[src/rtl/lcd_controller_if.sv]
// Byte handshake from the core and LCD pin bundle.
// The controller takes the slave side.
interface lcd_controller_if;
  logic [7:0] iData;
  logic       iRS;
  logic       iWrite;
  logic       oReady;
  logic       oLCD_E;
  logic       oLCD_RS;
  logic       oLCD_RW;
  logic [3:0] oLCD_Data;

  modport master (
    output iData, iRS, iWrite,
    input  oReady, oLCD_E, oLCD_RS,
    input  oLCD_RW, oLCD_Data
  );

  modport slave (
    input  iData, iRS, iWrite,
    output oReady, oLCD_E, oLCD_RS,
    output oLCD_RW, oLCD_Data
  );
endinterface

[src/rtl/lcd_controller.sv]
// 4-bit character-LCD sequencer: power-on init, config,
// then one byte per ready/write handshake as two nibbles.
module lcd_controller #(
  parameter int T_POWERUP = 750000,
  parameter int T_4MS     = 205000,
  parameter int T_100US   = 5000,
  parameter int T_40US    = 2000,
  parameter int T_CLEAR   = 82000,
  parameter int T_SETUP   = 2,
  parameter int T_E       = 12,
  parameter int T_NIB     = 50
) (
  input logic Clock,
  input logic Reset,
  lcd_controller_if.slave bus
);

  localparam logic [3:0] PWR_WAIT   = 4'd0;
  localparam logic [3:0] INIT_SETUP = 4'd1;
  localparam logic [3:0] INIT_E     = 4'd2;
  localparam logic [3:0] INIT_WAIT  = 4'd3;
  localparam logic [3:0] IDLE       = 4'd4;
  localparam logic [3:0] HI_SETUP   = 4'd5;
  localparam logic [3:0] HI_E       = 4'd6;
  localparam logic [3:0] GAP        = 4'd7;
  localparam logic [3:0] LO_SETUP   = 4'd8;
  localparam logic [3:0] LO_E       = 4'd9;
  localparam logic [3:0] EXEC       = 4'd10;

  // counter reload values are duration-1: a state
  // leaves on the edge where the count is zero
  localparam logic [19:0] C_PWR   = 20'(T_POWERUP - 1);
  localparam logic [19:0] C_4MS   = 20'(T_4MS - 1);
  localparam logic [19:0] C_100US = 20'(T_100US - 1);
  localparam logic [19:0] C_40US  = 20'(T_40US - 1);
  localparam logic [19:0] C_CLEAR = 20'(T_CLEAR - 1);
  localparam logic [19:0] C_SETUP = 20'(T_SETUP - 1);
  localparam logic [19:0] C_E     = 20'(T_E - 1);
  localparam logic [19:0] C_NIB   = 20'(T_NIB - 1);

  logic [3:0]  st, nst;
  logic [19:0] cnt, ncnt;
  logic [7:0]  byt, nbyt;
  logic        rsq, nrs;
  logic [1:0]  ini, nini;
  logic [1:0]  cix, ncix;
  logic        cfg, ncfg;
  logic        adv, clr;
  logic        e_q, ne;
  logic        rdy_q;
  logic [3:0]  d_q, nd;

  function automatic logic [7:0] cfg_byte(
    input logic [1:0] i
  );
    unique case (i)
      2'd0:    return 8'h28;
      2'd1:    return 8'h06;
      2'd2:    return 8'h0C;
      default: return 8'h01;
    endcase
  endfunction

  function automatic logic [3:0] init_nib(
    input logic [1:0] i
  );
    return (i == 2'd3) ? 4'h2 : 4'h3;
  endfunction

  function automatic logic [19:0] init_wait(
    input logic [1:0] i
  );
    unique case (i)
      2'd0:    return C_4MS;
      2'd1:    return C_100US;
      default: return C_40US;
    endcase
  endfunction

  assign adv = (cnt == 20'd0);
  assign clr = !nrs && (nbyt == 8'h01 ||
               nbyt == 8'h02 || nbyt == 8'h03);

  // next-state and byte/phase bookkeeping
  always_comb begin
    nst  = st;
    nbyt = byt;
    nrs  = rsq;
    nini = ini;
    ncix = cix;
    ncfg = cfg;
    unique case (st)
      PWR_WAIT:
        if (adv) begin
          nst  = INIT_SETUP;
          nini = 2'd0;
        end
      INIT_SETUP: if (adv) nst = INIT_E;
      INIT_E:     if (adv) nst = INIT_WAIT;
      INIT_WAIT:
        if (adv) begin
          if (ini == 2'd3) begin
            nst  = HI_SETUP;
            ncfg = 1'b1;
            ncix = 2'd0;
            nbyt = cfg_byte(2'd0);
            nrs  = 1'b0;
          end else begin
            nst  = INIT_SETUP;
            nini = ini + 2'd1;
          end
        end
      IDLE:
        if (bus.iWrite) begin
          nst  = HI_SETUP;
          nbyt = bus.iData;
          nrs  = bus.iRS;
        end
      HI_SETUP: if (adv) nst = HI_E;
      HI_E:     if (adv) nst = GAP;
      GAP:      if (adv) nst = LO_SETUP;
      LO_SETUP: if (adv) nst = LO_E;
      LO_E:     if (adv) nst = EXEC;
      EXEC:
        if (adv) begin
          if (cfg && cix != 2'd3) begin
            nst  = HI_SETUP;
            ncix = cix + 2'd1;
            nbyt = cfg_byte(cix + 2'd1);
          end else begin
            nst  = IDLE;
            ncfg = 1'b0;
          end
        end
      default: nst = PWR_WAIT;
    endcase
  end

  // shared counter: reload on entry, else count down
  always_comb begin
    ncnt = 20'd0;
    if (nst == st && nst != IDLE) begin
      ncnt = cnt - 20'd1;
    end else begin
      unique case (nst)
        INIT_SETUP, HI_SETUP, LO_SETUP: ncnt = C_SETUP;
        INIT_E, HI_E, LO_E:             ncnt = C_E;
        INIT_WAIT: ncnt = init_wait(nini);
        GAP:       ncnt = C_NIB;
        EXEC:      ncnt = clr ? C_CLEAR : C_40US;
        PWR_WAIT:  ncnt = C_PWR;
        default:   ncnt = 20'd0;
      endcase
    end
  end

  // pin values for the state being entered
  always_comb begin
    ne = (nst == INIT_E) || (nst == HI_E) ||
         (nst == LO_E);
    nd = 4'h0;
    unique case (nst)
      INIT_SETUP, INIT_E, INIT_WAIT:
        nd = init_nib(nini);
      HI_SETUP, HI_E, GAP:
        nd = nbyt[7:4];
      LO_SETUP, LO_E, EXEC, IDLE:
        nd = nbyt[3:0];
      default: nd = 4'h0;
    endcase
  end

  // state, counter and registered outputs
  always_ff @(posedge Clock or posedge Reset) begin
    if (Reset) begin
      st    <= PWR_WAIT;
      cnt   <= C_PWR;
      byt   <= 8'h00;
      rsq   <= 1'b0;
      ini   <= 2'd0;
      cix   <= 2'd0;
      cfg   <= 1'b0;
      e_q   <= 1'b0;
      rdy_q <= 1'b0;
      d_q   <= 4'h0;
    end else begin
      st    <= nst;
      cnt   <= ncnt;
      byt   <= nbyt;
      rsq   <= nrs;
      ini   <= nini;
      cix   <= ncix;
      cfg   <= ncfg;
      e_q   <= ne;
      rdy_q <= (nst == IDLE);
      d_q   <= nd;
    end
  end

  assign bus.oReady    = rdy_q;
  assign bus.oLCD_E    = e_q;
  assign bus.oLCD_RS   = rsq;
  assign bus.oLCD_RW   = 1'b0;
  assign bus.oLCD_Data = d_q;

endmodule

[src/flat_wrapper.sv]
// flat-port wrapper written by rule: the top's interface ports become plain ports
module lcd_controller_flat 
#(
  parameter int T_POWERUP = 750000,
  parameter int T_4MS     = 205000,
  parameter int T_100US   = 5000,
  parameter int T_40US    = 2000,
  parameter int T_CLEAR   = 82000,
  parameter int T_SETUP   = 2,
  parameter int T_E       = 12,
  parameter int T_NIB     = 50
)
  (Clock, Reset, bus_iData, bus_iRS, bus_iWrite, bus_oReady, bus_oLCD_E, bus_oLCD_RS, bus_oLCD_RW, bus_oLCD_Data);
  lcd_controller_if bus_i ();
  input logic Clock;
  input logic Reset;
  input wire logic [$bits(bus_i.iData)-1:0] bus_iData;
  input wire logic [$bits(bus_i.iRS)-1:0] bus_iRS;
  input wire logic [$bits(bus_i.iWrite)-1:0] bus_iWrite;
  output wire logic [$bits(bus_i.oReady)-1:0] bus_oReady;
  output wire logic [$bits(bus_i.oLCD_E)-1:0] bus_oLCD_E;
  output wire logic [$bits(bus_i.oLCD_RS)-1:0] bus_oLCD_RS;
  output wire logic [$bits(bus_i.oLCD_RW)-1:0] bus_oLCD_RW;
  output wire logic [$bits(bus_i.oLCD_Data)-1:0] bus_oLCD_Data;
  assign bus_i.iData = bus_iData;
  assign bus_i.iRS = bus_iRS;
  assign bus_i.iWrite = bus_iWrite;
  assign bus_oReady = bus_i.oReady;
  assign bus_oLCD_E = bus_i.oLCD_E;
  assign bus_oLCD_RS = bus_i.oLCD_RS;
  assign bus_oLCD_RW = bus_i.oLCD_RW;
  assign bus_oLCD_Data = bus_i.oLCD_Data;
  lcd_controller #(.T_POWERUP(T_POWERUP), .T_4MS(T_4MS), .T_100US(T_100US), .T_40US(T_40US), .T_CLEAR(T_CLEAR), .T_SETUP(T_SETUP), .T_E(T_E), .T_NIB(T_NIB)) u_core (.Clock(Clock), .Reset(Reset), .bus(bus_i));
endmodule
[config.mk]
export PLATFORM = sky130hd
export DESIGN_NAME = lcd_controller_flat
export DESIGN_NICKNAME = d
export VERILOG_FILES = /design/src/rtl/lcd_controller_if.sv /design/src/rtl/lcd_controller.sv /design/src/flat_wrapper.sv
export SDC_FILE = /design/constraint.sdc
export NUM_CORES = 1
export LEC_CHECK = 0
export CAP_MARGIN = 20
export CORE_ASPECT_RATIO = 1.1
export CORE_MARGIN = 3
export CORE_UTILIZATION = 35
export DETAILED_ROUTE_END_ITERATION = 10
export PLACE_DENSITY = 0.55
export RECOVER_POWER = 100
export SLEW_MARGIN = 20
export SYNTH_ARGS = -nofsm -noshare
export SYNTH_HDL_FRONTEND = slang
export SYNTH_SLANG_ARGS = --single-unit
[constraint.sdc]
create_clock -name Clock -period 4.1 [get_ports Clock]
set_input_delay 0.82 -clock Clock [delete_from_list [all_inputs] [get_ports Clock]]
set_output_delay 0.82 -clock Clock [all_outputs]
set_load 0.02 [all_outputs]
==> Word level (Yosys, flattened, before mapping) <==
Index checks and enable logic that the tools add are counted.
{ "totals": {"regBits": 44, "input_bits": 12, "out_inout_bits": 8, "elab_cells": 115} }
{ "op_classes": {"addsub": 3, "eq_ne": 36, "mux": 45, "reduce_logical": 21} }
{ "op_table": {"columns": ["op", "count"], "rows": [
  ["20-bit case mux with 6 select lines", 1],
  ["4-bit two-way mux", 11],
  ["4-bit case mux with 11 select lines", 1],
  ["8-bit two-way mux", 5],
  ["18-bit case mux with 2 select lines", 1],
  ["4-bit by 3-bit == test with 1-bit output, second input constant", 8],
  ["4-bit == test, second input constant", 6],
  ["8-bit case mux with 3 select lines", 1],
  ["20-bit zero test", 1],
  ["20-bit two-way mux", 1],
  ["20-bit by 1-bit subtractor with 20-bit output, second input constant", 1],
  ["6-bit case mux with 3 select lines", 1],
  ["17-bit two-way mux", 1],
  ["4-bit by 2-bit == test with 1-bit output, second input constant", 4],
  ["8-bit by 2-bit == test with 1-bit output, second input constant", 2],
  ["2-bit two-way mux", 7],
  ["4-bit case mux with 3 select lines", 1],
  ["3-bit OR reduction", 4],
  ["5-bit AND reduction", 2],
  ["1-bit two-way mux", 9],
  ["4-bit by 1-bit == test with 1-bit output, second input constant", 2],
  ["8-bit by 1-bit == test with 1-bit output, second input constant", 1],
  ["4-bit zero test", 2],
  ["2-bit by 1-bit inequality test with 1-bit output, second input constant", 4],
  ["15 further kinds", 28]
]} }

==> Longest topological paths before layout <==
{ "depth": {"ltp_word": 13, "mapped_depth": 12, "depth_no_buf": 11} }

==> Worst setup path before layout <==
Ideal clock, no wire load.
{ "synth_timing": {"kind": "reg-to-reg", "start": "reg u_core.cnt[4]", "end": "reg u_core.cnt[10]", "setup_time_ps": 140, "arrival_time_ps": 3241, "t_required_ps": 3960, "setup_slack_ps": 719, "stages_incl_launch_ff": 10, "n_path_buf": 1, "period_less_slack_ps": 3381, "path_cell_list": "dfrtp_1 > or4_4 > buf_6 > or4_4 > nor3_4 > nor3_1 > or4_4 > or4_4 > o31ai_4 > o211ai_1"} }
{ "synth_between": {"elab_chain_len": 10, "word_cells_on_any_way": 49, "classes_between": "add/sub: 1; eq/ne: 15; mux: 23; reduce/logical: 10"} }
{ "synth_lines": {"columns": ["element", "line_no", "source"], "rows": [
  ["from (decl)", "lcd_controller.sv:42", "logic [19:0] cnt, ncnt;"],
  ["from (signal assigned)", "lcd_controller.sv:188", "cnt <= ncnt;"],
  ["20-bit zero test", "lcd_controller.sv:80", "assign adv = (cnt == 20'd0);"],
  ["8-bit two-way mux, on equally long branches", "lcd_controller.sv:125, lcd_controller.sv:101", null],
  ["8-bit case mux with 3 select lines", "lcd_controller.sv:92", "unique case (st)"],
  ["8-bit by 1-bit == test with 1-bit output / 8-bit by 2-bit == test with 1-bit output (equally long branches)", "lcd_controller.sv:81, lcd_controller.sv:82", null],
  ["1-bit logical OR", "lcd_controller.sv:81", "assign clr = !nrs && (nbyt == 8'h01 ||"],
  ["1-bit logical OR", "lcd_controller.sv:82", "nbyt == 8'h02 || nbyt == 8'h03);"],
  ["1-bit logical AND", "lcd_controller.sv:81", null],
  ["17-bit two-way mux", "lcd_controller.sv:150", "EXEC: ncnt = clr ? C_CLEAR : C_40US;"],
  ["20-bit case mux with 6 select lines", "lcd_controller.sv:145", "unique case (nst)"],
  ["20-bit two-way mux *", "lcd_controller.sv:142", "if (nst == st && nst != IDLE) begin"],
  ["via u_core.ncnt[10]", "lcd_controller.sv:42", null]
]} }
Mark *: on every way through the listed nets, which the timed path passes. The rest lies on a longest branch.
A chain may end at the register's enable or synchronous reset.

==> Worst setup path after layout <==
{ "layout_timing": {"start": "reg u_core.cnt[0]", "end": "reg u_core.cnt[10]"} }
{ "layout_between": {"word_cells_on_any_way": 49, "classes_between": "add/sub: 1; eq/ne: 15; mux: 23; reduce/logical: 10"} }
{ "layout_rtl": {"columns": ["element", "line_no", "source"], "rows": [
  ["20-bit zero test", "lcd_controller.sv:80", null],
  ["1-bit two-way mux", "lcd_controller.sv:101", "if (adv) begin"],
  ["1-bit case mux with 2 select lines", "lcd_controller.sv:92", null],
  ["via u_core.nrs", "lcd_controller.sv:44", "logic rsq, nrs;"],
  ["1-bit zero test", "lcd_controller.sv:81", null],
  ["1-bit logical AND", "lcd_controller.sv:81", null],
  ["17-bit two-way mux", "lcd_controller.sv:150", null],
  ["20-bit case mux with 6 select lines", "lcd_controller.sv:145", null],
  ["20-bit two-way mux", "lcd_controller.sv:142", null],
  ["via u_core.ncnt[10]", "lcd_controller.sv:42", null]
]} }
The timed path passes the listed nets, and every way through them passes these cells.

==> metrics.md <==
| Metric | Value |
|---|---|
| Placed wire-length estimate | 5730 um |
| Worst-margin pin slew | 1.67 ns |
| Power Total | 0.799 mW |
| Final period util | 0.907 |
| VDD IR max | 0.126 mV |
| Synth area leaders | dfrtp_1, dfstp_2, xnor2_1 |
| Clock root buffer | clkbuf_8 |
| Setup crit end kind | flop |
| YS warnings | 0 |
| Final count of pins violating max slew | 45 |
| Violated checks | capacitance limit, slew limit |
| Core Region | 0.00796 mm^2 |
| Share of cells above drive strength 1 | 0.140 |
| Final Setup Violations | 0 |
| Layout net count | 365 |
| Most frequent cells in the layout | nor2_1, dfrtp_1, nand2_1, o21ai_0, a21oi_1 |
| # rows | 34 |
| Setup repair bufs after CTS | 0 |
| PD cells | 242 mW/mm^2 |
| Finished Core Util | 0.416 |
| Worst Hold Depth | 1 |
| Clk buf depth | 2 |
| Post-Syn Instances | 327 |
| RSZ-0062 raised after global routing | no |
| Data arrival time of the critical path | 3.88 ns |
| Via density | 5.44 |
| EDFF count, synth | 0 |
| DRT Wirelength | 7640 um |
| Skew-Pair Late Insertion Delay | 0.31 ns |
| Reg clk slew, reported paths | 0.09 ns |
| Residual DRC count | 0 |
| CP max-delay cell | or4b_2 |
| Cell variety after synth | 64 |
| Crit path time final | 3.72 ns |
| Required time of the critical path | 4.26 ns |
| Initial Util | 0.362 |
| Netlist Area Pre-Place | 0.00288 mm^2 |
| Number of top-level pins | 20 |
| Syn avg cell area | 8.80 um^2 |
| Commonest non-fill, non-tap cell in the layout | nor2_1 |
| Register Area | 0.00112 mm^2 |
| ANT cells | 0 |
| Via count of the first global-routing pass | 2395 |
| Syn Nets | 344 |
| Maximum number of pins on one net before global-route repair | 45 |
| # clock sinks | 44 |
| Die H | 101 um |
| Post-synth ARST share | 1.00 |
| Synth-to-layout area growth | 14.9% |
| Via count | 2485 |
| DR WL/cell | 16.7 um |
| Fmax | 269 MHz |
| Post-DRT Antenna Nets | 0 |
| Top-area cell type share of the netlist area | 0.269 |
| Fill cells | 819 |
| Placer Congestion | 0.861 |
| Layout Skew | 0.0102 ns |
| CP max FO | 7 |
| Setup CP Type | reg -> reg |
| Port bufs | 18 |
| CP cell instances | inv_1, ha_1, or4b_2, nor2_1, clkbuf_1, and3_1, a21oi_1, or4_4, or4_4, o31ai_4, o211ai_1 |
| Leakage power | 1.22 nW |
| # resized after CTS | 0 |
| Seq/Total Area, Yosys | 0.388 |
| CP Launch Type | flop |
| H-tree level count | 2 |
| Die area | 0.00935 mm^2 |
| DRT iter0 DRCs | 226 |
| Num CTS Buffers | 5 |
| CP peak stage delay | 0.64 ns |
| Grt ovf | 0 |
| Synth area leader | dfrtp_1 |
| Die Width | 92.5 um |
| Hold crit path type | reg -> reg |
| Maxcap violations | 1 |
| Status | complete, but fails checks |
| Critical Path Most Common Cell | or4_4 |
| Initial antenna violation count | 0 |
| Ys flop type | dfrtp_1 |
| Total track usage | 0.171 |
| Slew HR | -0.113 |
| Final setup TNS | 0 ns |
| Endpoints failing hold | 0 |
| First-pass GRT wire length | 12700 um |
| Multi-input gate area | 0.00165 mm^2 |
| Drt pass-1 iters | 4 |
| #FFs+latches synth | 44 |
| Reg2Reg Depth | 11 |
| CTS tree | yes |
| Hold_buf cts | 0 |
## layout make-up
cell class	instances	share of cell area
clock buffer	5	0.0208
clock inverter	3	0.0129
inverter	11	0.0125
multi-input combinational	256	0.498
sequential	44	0.338
tap	108	0.0408
timing repair buffer	30	0.0772
## cell families (layout without fill, tap and decap cells)
| kind of cell | count (synthesis) | after routing | share of synthesized area |
|---|---|---|---|
| flip-flops | 44 | 44 | 0.388 |
| multiplexers | 2 | 2 | 0.00695 |
| other | 1 | 1 | 0.00130 |
| AND/OR/NAND/NOR | 133 | 133 | 0.256 |
| XOR/XNOR | 19 | 19 | 0.0578 |
| adder cells (fa/ha/maj) | 5 | 5 | 0.0217 |
| AO/OA/AOI/OAI | 96 | 96 | 0.228 |
| buffers and inverters | 27 | 49 | 0.0395 |
## stage by stage
| stage | instances | cell area (um^2) | setup WS (ns) | hold slack (ns) |
|---|---|---|---|---|
| 2_1_floorplan | 327 | 2880 | 0.719 | 0.465 |
| 3_3_place_gp | 449 | 3210 | 0.585 | 0.481 |
| 3_5_place_dp | 449 | 3210 | 0.562 | 0.489 |
| 4_1_cts | 457 | 3320 | 0.525 | 0.515 |
| 5_1_grt | 457 | 3310 | 0.205 | 0.548 |
| 6_report | 457 | 3310 | 0.382 | 0.519 |
## synthesized netlist by cell type, drive strengths merged (8+ instances only)
master / instances
a21oi: 17
a31oi: 8
clkbuf: 13
dfrtp: 31
dfstp: 13
inv: 11
nand2: 25
nand3: 11
nor2: 33
nor2b: 8
nor3: 11
o21ai: 24
xnor2: 15
## critical path: cells and delay by family (launching register included)
family / cells / cell delay [ns]
buffers and inverters: 2 / 0.33
adders and majority gates: 1 / 0.19
AOI/OAI and AO/OA: 3 / 0.58
DFF: 1 / 0.38
and+or+nand+nor: 5 / 2.11
## power breakdown
group | total [mW] | switching (mW) | internal [mW]
Sequential | 0.435 | 0.000362 | 0.435
Clock | 0.340 | 0.160 | 0.180
Combinational | 0.0236 | 0.0129 | 0.0107
## per-layer routing
metal  up-vias  global-route usage  part of all wire
met2        41               0.275              0.49
met1      1201               0.247              0.48
met4         0              0.0389            0.0043
met5         -                   0                 0
li1       1239                   -                 -
met3         4              0.0239             0.030
## state kept, by name, indices dropped and copies added (netlist names)
| signal | count |
|---|---|
| u_core.cfg | 1 |
| u_core.cnt | 20 |
| u_core.ini | 2 |
| u_core.byt | 8 |
| u_core.st | 4 |
| u_core.bus.oLCD_RS | 1 |
| u_core.bus.oLCD_Data | 4 |
| u_core.bus.oLCD_E | 1 |
| u_core.bus.oReady | 1 |
| u_core.cix | 2 |
## final timing paths
| kind | startpoint | end | slack, ns |
|---|---|---|---|
| max | u_core.cnt[0] | u_core.cnt[10] | 0.38 |
| min | u_core.byt[0] | u_core.byt[0] | 0.52 |
| max reg2reg | u_core.cnt[0] | u_core.cnt[10] | 0.38 |
| min reg2reg | u_core.byt[0] | u_core.byt[0] | 0.52 |
| max in group asynchronous | Reset | u_core.cnt[11] | 1.66 |
| min in group asynchronous | Reset | u_core.cix[0] | 1.47 |
Power figures use the tool's default switching activity.
